## src/rtl/vslc_scan_scheduler.sv

```systemverilog
// rtl/vslc_scan_scheduler.sv - VSLC program header parser, scan scheduler and reader watchdog
// Optional build macro SCAN_COUNT_EN adds the scan_count output and scan_count_clr input.
module vslc_scan_scheduler #(
    parameter int ADDR_W    = 10,
    parameter int PERIOD_W  = 16,
    parameter int WDT_LIMIT = 1024
) (
    input  logic                clk,
    input  logic                rst,
    input  logic [1:0]          mode,
    input  logic [PERIOD_W-1:0] period,
    input  logic                trig_in,
    input  logic                read_ready,
    input  logic [ADDR_W-1:0]   addr_read,
    input  logic [7:0]          read_data,
    output logic                restart_read,
    output logic [ADDR_W-1:0]   start_addr,
    output logic [ADDR_W-1:0]   end_addr,
    output logic                instr_ready,
    output logic                scan_strobe,
    output logic                scan_done,
    output logic                overrun,
    output logic                fault,
`ifdef SCAN_COUNT_EN
    input  logic                scan_count_clr,
    output logic [15:0]         scan_count,
`endif
    output logic [2:0]          state_o
);

    localparam int WDT_W = $clog2(WDT_LIMIT + 1);

    typedef enum logic [2:0] {
        S_HDR   = 3'd0,
        S_RUN   = 3'd1,
        S_WAIT  = 3'd2,
        S_HALT  = 3'd3,
        S_FAULT = 3'd4
    } state_t;

    state_t              state_q, state_d;
    logic [9:0]          start_q, start_d;
    logic [9:0]          end_q, end_d;
    logic [WDT_W-1:0]    wdt_q, wdt_d;
    logic [PERIOD_W-1:0] timer_q;
    logic                pending_q;
    logic                overrun_q;
    logic [2:0]          trig_q;
    logic [1:0]          mode_q;
    logic                trig_edge;
    logic                period_hit;
    logic                go;

    // trig_q[1:0] is the synchronizer; trig_q[2] holds the previous synchronized value
    assign trig_edge  = trig_q[1] & ~trig_q[2];
    assign period_hit = (period == '0) || (timer_q >= period - PERIOD_W'(1));

    assign start_addr = ADDR_W'(start_q);
    assign end_addr   = ADDR_W'(end_q);
    assign overrun    = overrun_q;
    assign fault      = (state_q == S_FAULT);
    assign state_o    = state_q;

    always_comb begin
        state_d      = state_q;
        start_d      = start_q;
        end_d        = end_q;
        wdt_d        = wdt_q;
        restart_read = 1'b0;
        scan_strobe  = 1'b0;
        scan_done    = 1'b0;
        instr_ready  = 1'b0;
        go           = 1'b0;
        case (state_q)
            S_HDR: begin
                if (read_ready) begin
                    if (addr_read == ADDR_W'(0)) start_d[9:8] = read_data[1:0];
                    if (addr_read == ADDR_W'(1)) start_d[7:0] = read_data;
                    if (addr_read == ADDR_W'(2)) end_d[9:8]   = read_data[1:0];
                    if (addr_read == ADDR_W'(3)) begin
                        end_d[7:0] = read_data;
                        if ({end_q[9:8], read_data} < 10'd4) begin
                            state_d = S_HALT;
                        end else begin
                            state_d     = S_RUN;
                            scan_strobe = 1'b1;
                        end
                    end
                end
            end
            S_RUN: begin
                instr_ready = read_ready && (addr_read > ADDR_W'(3));
                if (read_ready && (addr_read >= end_addr)) begin
                    scan_done = 1'b1;
                    state_d   = S_WAIT;
                end
            end
            S_WAIT: begin
                case (mode)
                    2'd0:    go = 1'b1;
                    2'd1:    go = trig_edge || pending_q;
                    2'd2:    go = period_hit;
                    default: go = 1'b0;
                endcase
                if (go) begin
                    restart_read = 1'b1;
                    scan_strobe  = 1'b1;
                    state_d      = S_RUN;
                end
            end
            S_HALT, S_FAULT: ;
            default: state_d = S_HDR;
        endcase

        // A byte arriving on the expiry cycle keeps the reader alive
        if (state_q == S_HDR || state_q == S_RUN) begin
            if (read_ready) begin
                wdt_d = '0;
            end else if (wdt_q == WDT_W'(WDT_LIMIT - 1)) begin
                wdt_d   = '0;
                state_d = S_FAULT;
            end else begin
                wdt_d = wdt_q + WDT_W'(1);
            end
        end
        if (state_d == S_RUN && state_q != S_RUN) wdt_d = '0;

        if (rst) begin
            restart_read = 1'b0;
            scan_strobe  = 1'b0;
            scan_done    = 1'b0;
            instr_ready  = 1'b0;
        end
    end

    always_ff @(posedge clk or posedge rst) begin
        if (rst) begin
            state_q <= S_HDR;
            start_q <= '0;
            end_q   <= '0;
            wdt_q   <= '0;
        end else begin
            state_q <= state_d;
            start_q <= start_d;
            end_q   <= end_d;
            wdt_q   <= wdt_d;
        end
    end

    always_ff @(posedge clk or posedge rst) begin
        if (rst) begin
            timer_q   <= '0;
            pending_q <= 1'b0;
            overrun_q <= 1'b0;
            trig_q    <= '0;
            mode_q    <= '0;
        end else begin
            trig_q <= {trig_q[1:0], trig_in};
            mode_q <= mode;
            if (scan_strobe)          timer_q <= '0;
            else if (timer_q != '1)   timer_q <= timer_q + PERIOD_W'(1);
            if (scan_strobe || (mode != mode_q))      pending_q <= 1'b0;
            else if (trig_edge && state_q != S_WAIT)  pending_q <= 1'b1;
            if (state_q == S_RUN && mode == 2'd2 && period != '0 && period_hit)
                overrun_q <= 1'b1;
        end
    end

`ifdef SCAN_COUNT_EN
    logic [15:0] scan_count_q;

    always_ff @(posedge clk or posedge rst) begin
        if (rst)                 scan_count_q <= '0;
        else if (scan_count_clr) scan_count_q <= '0;
        else if (scan_strobe)    scan_count_q <= scan_count_q + 16'd1;
    end

    assign scan_count = scan_count_q;
`endif

endmodule

```

## config.mk

```make
export PLATFORM = sky130hd
export DESIGN_NAME = vslc_scan_scheduler
export DESIGN_NICKNAME = d
export VERILOG_FILES = /design/src/rtl/vslc_scan_scheduler.sv
export SDC_FILE = /design/constraint.sdc
export NUM_CORES = 1
export LEC_CHECK = 0
export BUFFER_PORTS_ARGS = -buffer_cell sky130_fd_sc_hd__buf_2
export CAP_MARGIN = 20
export CORE_MARGIN = 1.5
export CORE_UTILIZATION = 45
export DETAILED_ROUTE_END_ITERATION = 8
export GPL_ROUTABILITY_DRIVEN = 0
export HOLD_SLACK_MARGIN = 0.06
export PLACE_DENSITY_LB_ADDON = 0.12
export SYNTH_ARGS = -nofsm -noshare
export SYNTH_HDL_FRONTEND = slang
export SYNTH_SLANG_ARGS = --single-unit
```

## constraint.sdc

```tcl
create_clock -name clk -period 3.1 [get_ports clk]
set_input_delay 0 -clock clk [delete_from_list [all_inputs] [get_ports clk]]
set_output_delay 0 -clock clk [all_outputs]
set_load 0.03 [all_outputs]
```

==> results.sh <==
export IMPL_layout_drive_gt1_share_pct=34.4
export IMPL_sequentialPowerShare_pct=37.8
export IMPL_die_h_um=93.2
export IMPL_tns_ps=-304
export IMPL_synthCells=388
export IMPL_placed_area_um2=4330
export IMPL_cts_tree="yes"
export IMPL_synth_area_top_cells="dfrtp_1 (39%), ha_1 (9.9%), mux2_2 (4.0%), xor2_1 (3.6%), nand2_1 (3.2%)"
export IMPL_grt_max_degree=31
export IMPL_syn_area_per_cell_um2=9.44
export IMPL_yosysMostFrequentCell="dfrtp_1"
export IMPL_worst_slack_ps=-86.4
export IMPL_clkPwrFrac_pct=25.3
export IMPL_first_pass_iters=4
export IMPL_synth_top_cell_area_share_pct=38.9
export IMPL_grt_overflow_total=0
export IMPL_fmax_mhz=314
export IMPL_grt_pass1_wl_um=14800
export IMPL_drc=0
export IMPL_swShare_pct=37.7
export IMPL_cp_max_fo=4
export IMPL_io_pins=69
export IMPL_drt_iter0_drc=77
export IMPL_fp_dieArea_um2=8690
export IMPL_avgRoutedWirePerCell_um=14.3
export IMPL_whs_ps=87.8
export IMPL_period_needed_ps=3190
export IMPL_synth_area_leader_cell="dfrtp_1"
export IMPL_grt_pass1_vias=3256
export IMPL_cts_buffer_depth=2
export IMPL_multiInputGateArea_um2=2200
export IMPL_grt_usage_pct=21.5
export IMPL_core_area_um2=7810
export IMPL_rsz0062_at_grt="true"
export IMPL_regArea_um2=1430
export IMPL_syn_cell_area_um2=3660
export IMPL_worstMarginPinSlew_ps=681
export IMPL_clock_skew_ps=17.0
export IMPL_synth_seq_area_share_pct=38.9
export IMPL_vias=3325
export IMPL_p_int_w=0.00177
export IMPL_setup_viol=12
export IMPL_clock_latency_ps=340
export IMPL_cts_buffers=9
export IMPL_via_per_inst=5.34
export IMPL_dpl_hpwl_um=6600
export IMPL_start_util_pct=46.9
export IMPL_max_slew_margin_rel_pct=54.4
export IMPL_fin_area_um2=4930
export IMPL_syn_nets=457
export IMPL_ys_ff_latch=57
export IMPL_min_period_over_period_pct=103
export IMPL_num_antenna_cells=0
export IMPL_clkSinkCount=57
export IMPL_antenna_found_initial=0
export IMPL_ant_nets=0
export IMPL_synth_edf_count=0
export IMPL_p_switching_w=0.00107
export IMPL_crit_arrival_ps=3190
export IMPL_layout_nets=585
export IMPL_status="finished, violations left"
export IMPL_ys_warn_count=0
export IMPL_endpoint_kind="output pin"
export IMPL_max_cap_violations=0
export IMPL_area_growth_pct=34.6
export IMPL_clkTransAtPathRegs_ps=70
export IMPL_start_kind="input port"
export IMPL_dieWidth_um=93.2
export IMPL_htree_levels=3
export IMPL_io_buffer_count=68
export IMPL_wl_um=8930
export IMPL_power_density_nw_per_um2=575
export IMPL_irDropWorstVdd_uv=244
export IMPL_violations="negative setup slack"
export IMPL_rows=32
export IMPL_final_max_slew_viol_count=0
export IMPL_hp_class="input port to flip-flop"
export IMPL_cts_root_buffer="clkbuf_8"
export IMPL_share_comb_of_total_power_pct=37.0
export IMPL_ys_async_sr_fraction_pct=100
export IMPL_fillCellCount=698
export IMPL_total_power_w=0.00284
export IMPL_synth_common_cells="dfrtp_1 (57), nand2_1 (31), ha_1 (29), nor2_1 (28), inv_1 (23)"
export IMPL_critPathKind="input port to output pin"
export IMPL_hold_viol_final=0
export IMPL_p_leak_nw=2.39
export IMPL_synth_ff_type="dfrtp_1"
export IMPL_critPathRequiredTime_ps=3100
export IMPL_synth_cell_types=53
-- flip-flops by register name, summed over array words and instances, names as in the netlist --
name,flops
end_addr,10
mode_q,2
trig_q,3
wdt_q,11
state_o,3
overrun,1
start_addr,10
pending_q,1
timer_q,16
-- area by class of cell --
class	count	area share [%]
Multi-Input combinational cell	301	44.6
Sequential cell	57	28.9
Timing Repair Buffer	124	18.0
Clock buffer	10	2.79
Tap cell	102	2.59
Inverter	23	1.75
Clock inverter	6	1.37
-- worst paths after layout --
| path | start | to | slack [ps] | depth (start not counted) |
|---|---|---|---|---|
| setup / recovery | period[1] | restart_read | -90 | 15 |
| hold / removal | read_ready | wdt_q[10] | 90 | 4 |
| setup reg to reg | timer_q[9] | wdt_q[2] | 360 | 8 |
| hold reg to reg | trig_q[0] | trig_q[1] | 350 | 0 |
| max in group asynchronous | rst | start_addr[3] | 1940 | 4 |
| min in group asynchronous | rst | wdt_q[9] | 330 | 3 |
-- critical path: stages --
cell	delay (ps)
buf_6	100
nor3_4	180
nand2b_1	100
or3_4	360
or4_4	440
xnor2_2	150
ha_1	290
nand4_1	100
or4_4	450
o32ai_4	350
buf_6	160
o31ai_4	60
a21oi_2	180
and2_4	160
buf_6	120
-- timing repair --
action / CTS / global route
hold buffers: 12 / 0
buffers inserted: 8 / 4
gates resized for setup: 19 / 15
pin swaps: 5 / 7
endpoints found under the hold margin: 51 / 0
cloned: 0 / 1
setup endpoints to repair: 11 / 28
-- logic make-up (layout without fill, tap and decap cells) --
family                   count (synthesis)  in the layout  share of synthesized area, %
adder cells (fa/ha/maj)                 29             29                          9.91
buffers and inverters                   30            163                          4.10
AO/OA/AOI/OAI                           72             72                          13.4
AND/OR/NAND/NOR                        162            162                          23.7
XOR/XNOR                                25             25                          5.98
multiplexers                            13             13                          4.00
flip-flops                              57             57                          38.9
-- routing by layer --
metal	vias to the layer above	track usage [%]	part of all wire (%)
met4	0	6.69	0.94
li1	1662	-	-
met2	72	37.2	50
met5	-	0	0
met3	6	4.15	3.9
met1	1585	27.0	45
-- power groups by stage --
stage	Sequential [W]	Combinational, W	Clock, W
2_1_floorplan	0.00107	0.000619	0
3_3_place_gp	0.00108	0.000881	0
3_5_place_dp	0.00108	0.000914	0
4_1_cts	0.00107	0.000988	0.000731
5_1_grt	0.00110	0.00118	0.000766
6_report	0.00107	0.00105	0.000717
-- per-stage QoR --
stage	cells	worst slack, ps	utilization, %
after global routing	623	-245	63.1
after global placement	582	-274	55.4
after CTS	618	-87.8	61.6
after detailed placement	582	-393	55.4
final	623	-86.4	63.1
after floorplan	388	-218	-
-- placed cells by master, fill, tap and decap left out, drive strengths merged, types with 3 or more instances in the layout --
cell type,n
mux2,13
nand4,6
nor3b,6
a211o,6
xor2,15
or2,4
and3,10
clkinv,3
and2,5
clkbuf,11
nor3,21
a31oi,4
nor2,37
ha,29
nand2b,6
or3,6
dlygate4sd3,12
buf,111
a21oi,19
or4,6
a2111oi,4
xnor2,10
a211oi,3
o21ai,16
dfrtp,57
inv,23
o21a,3
nand3,15
nand2,31
nor4,7
No activity file was read; power rests on OpenSTA's default activity.
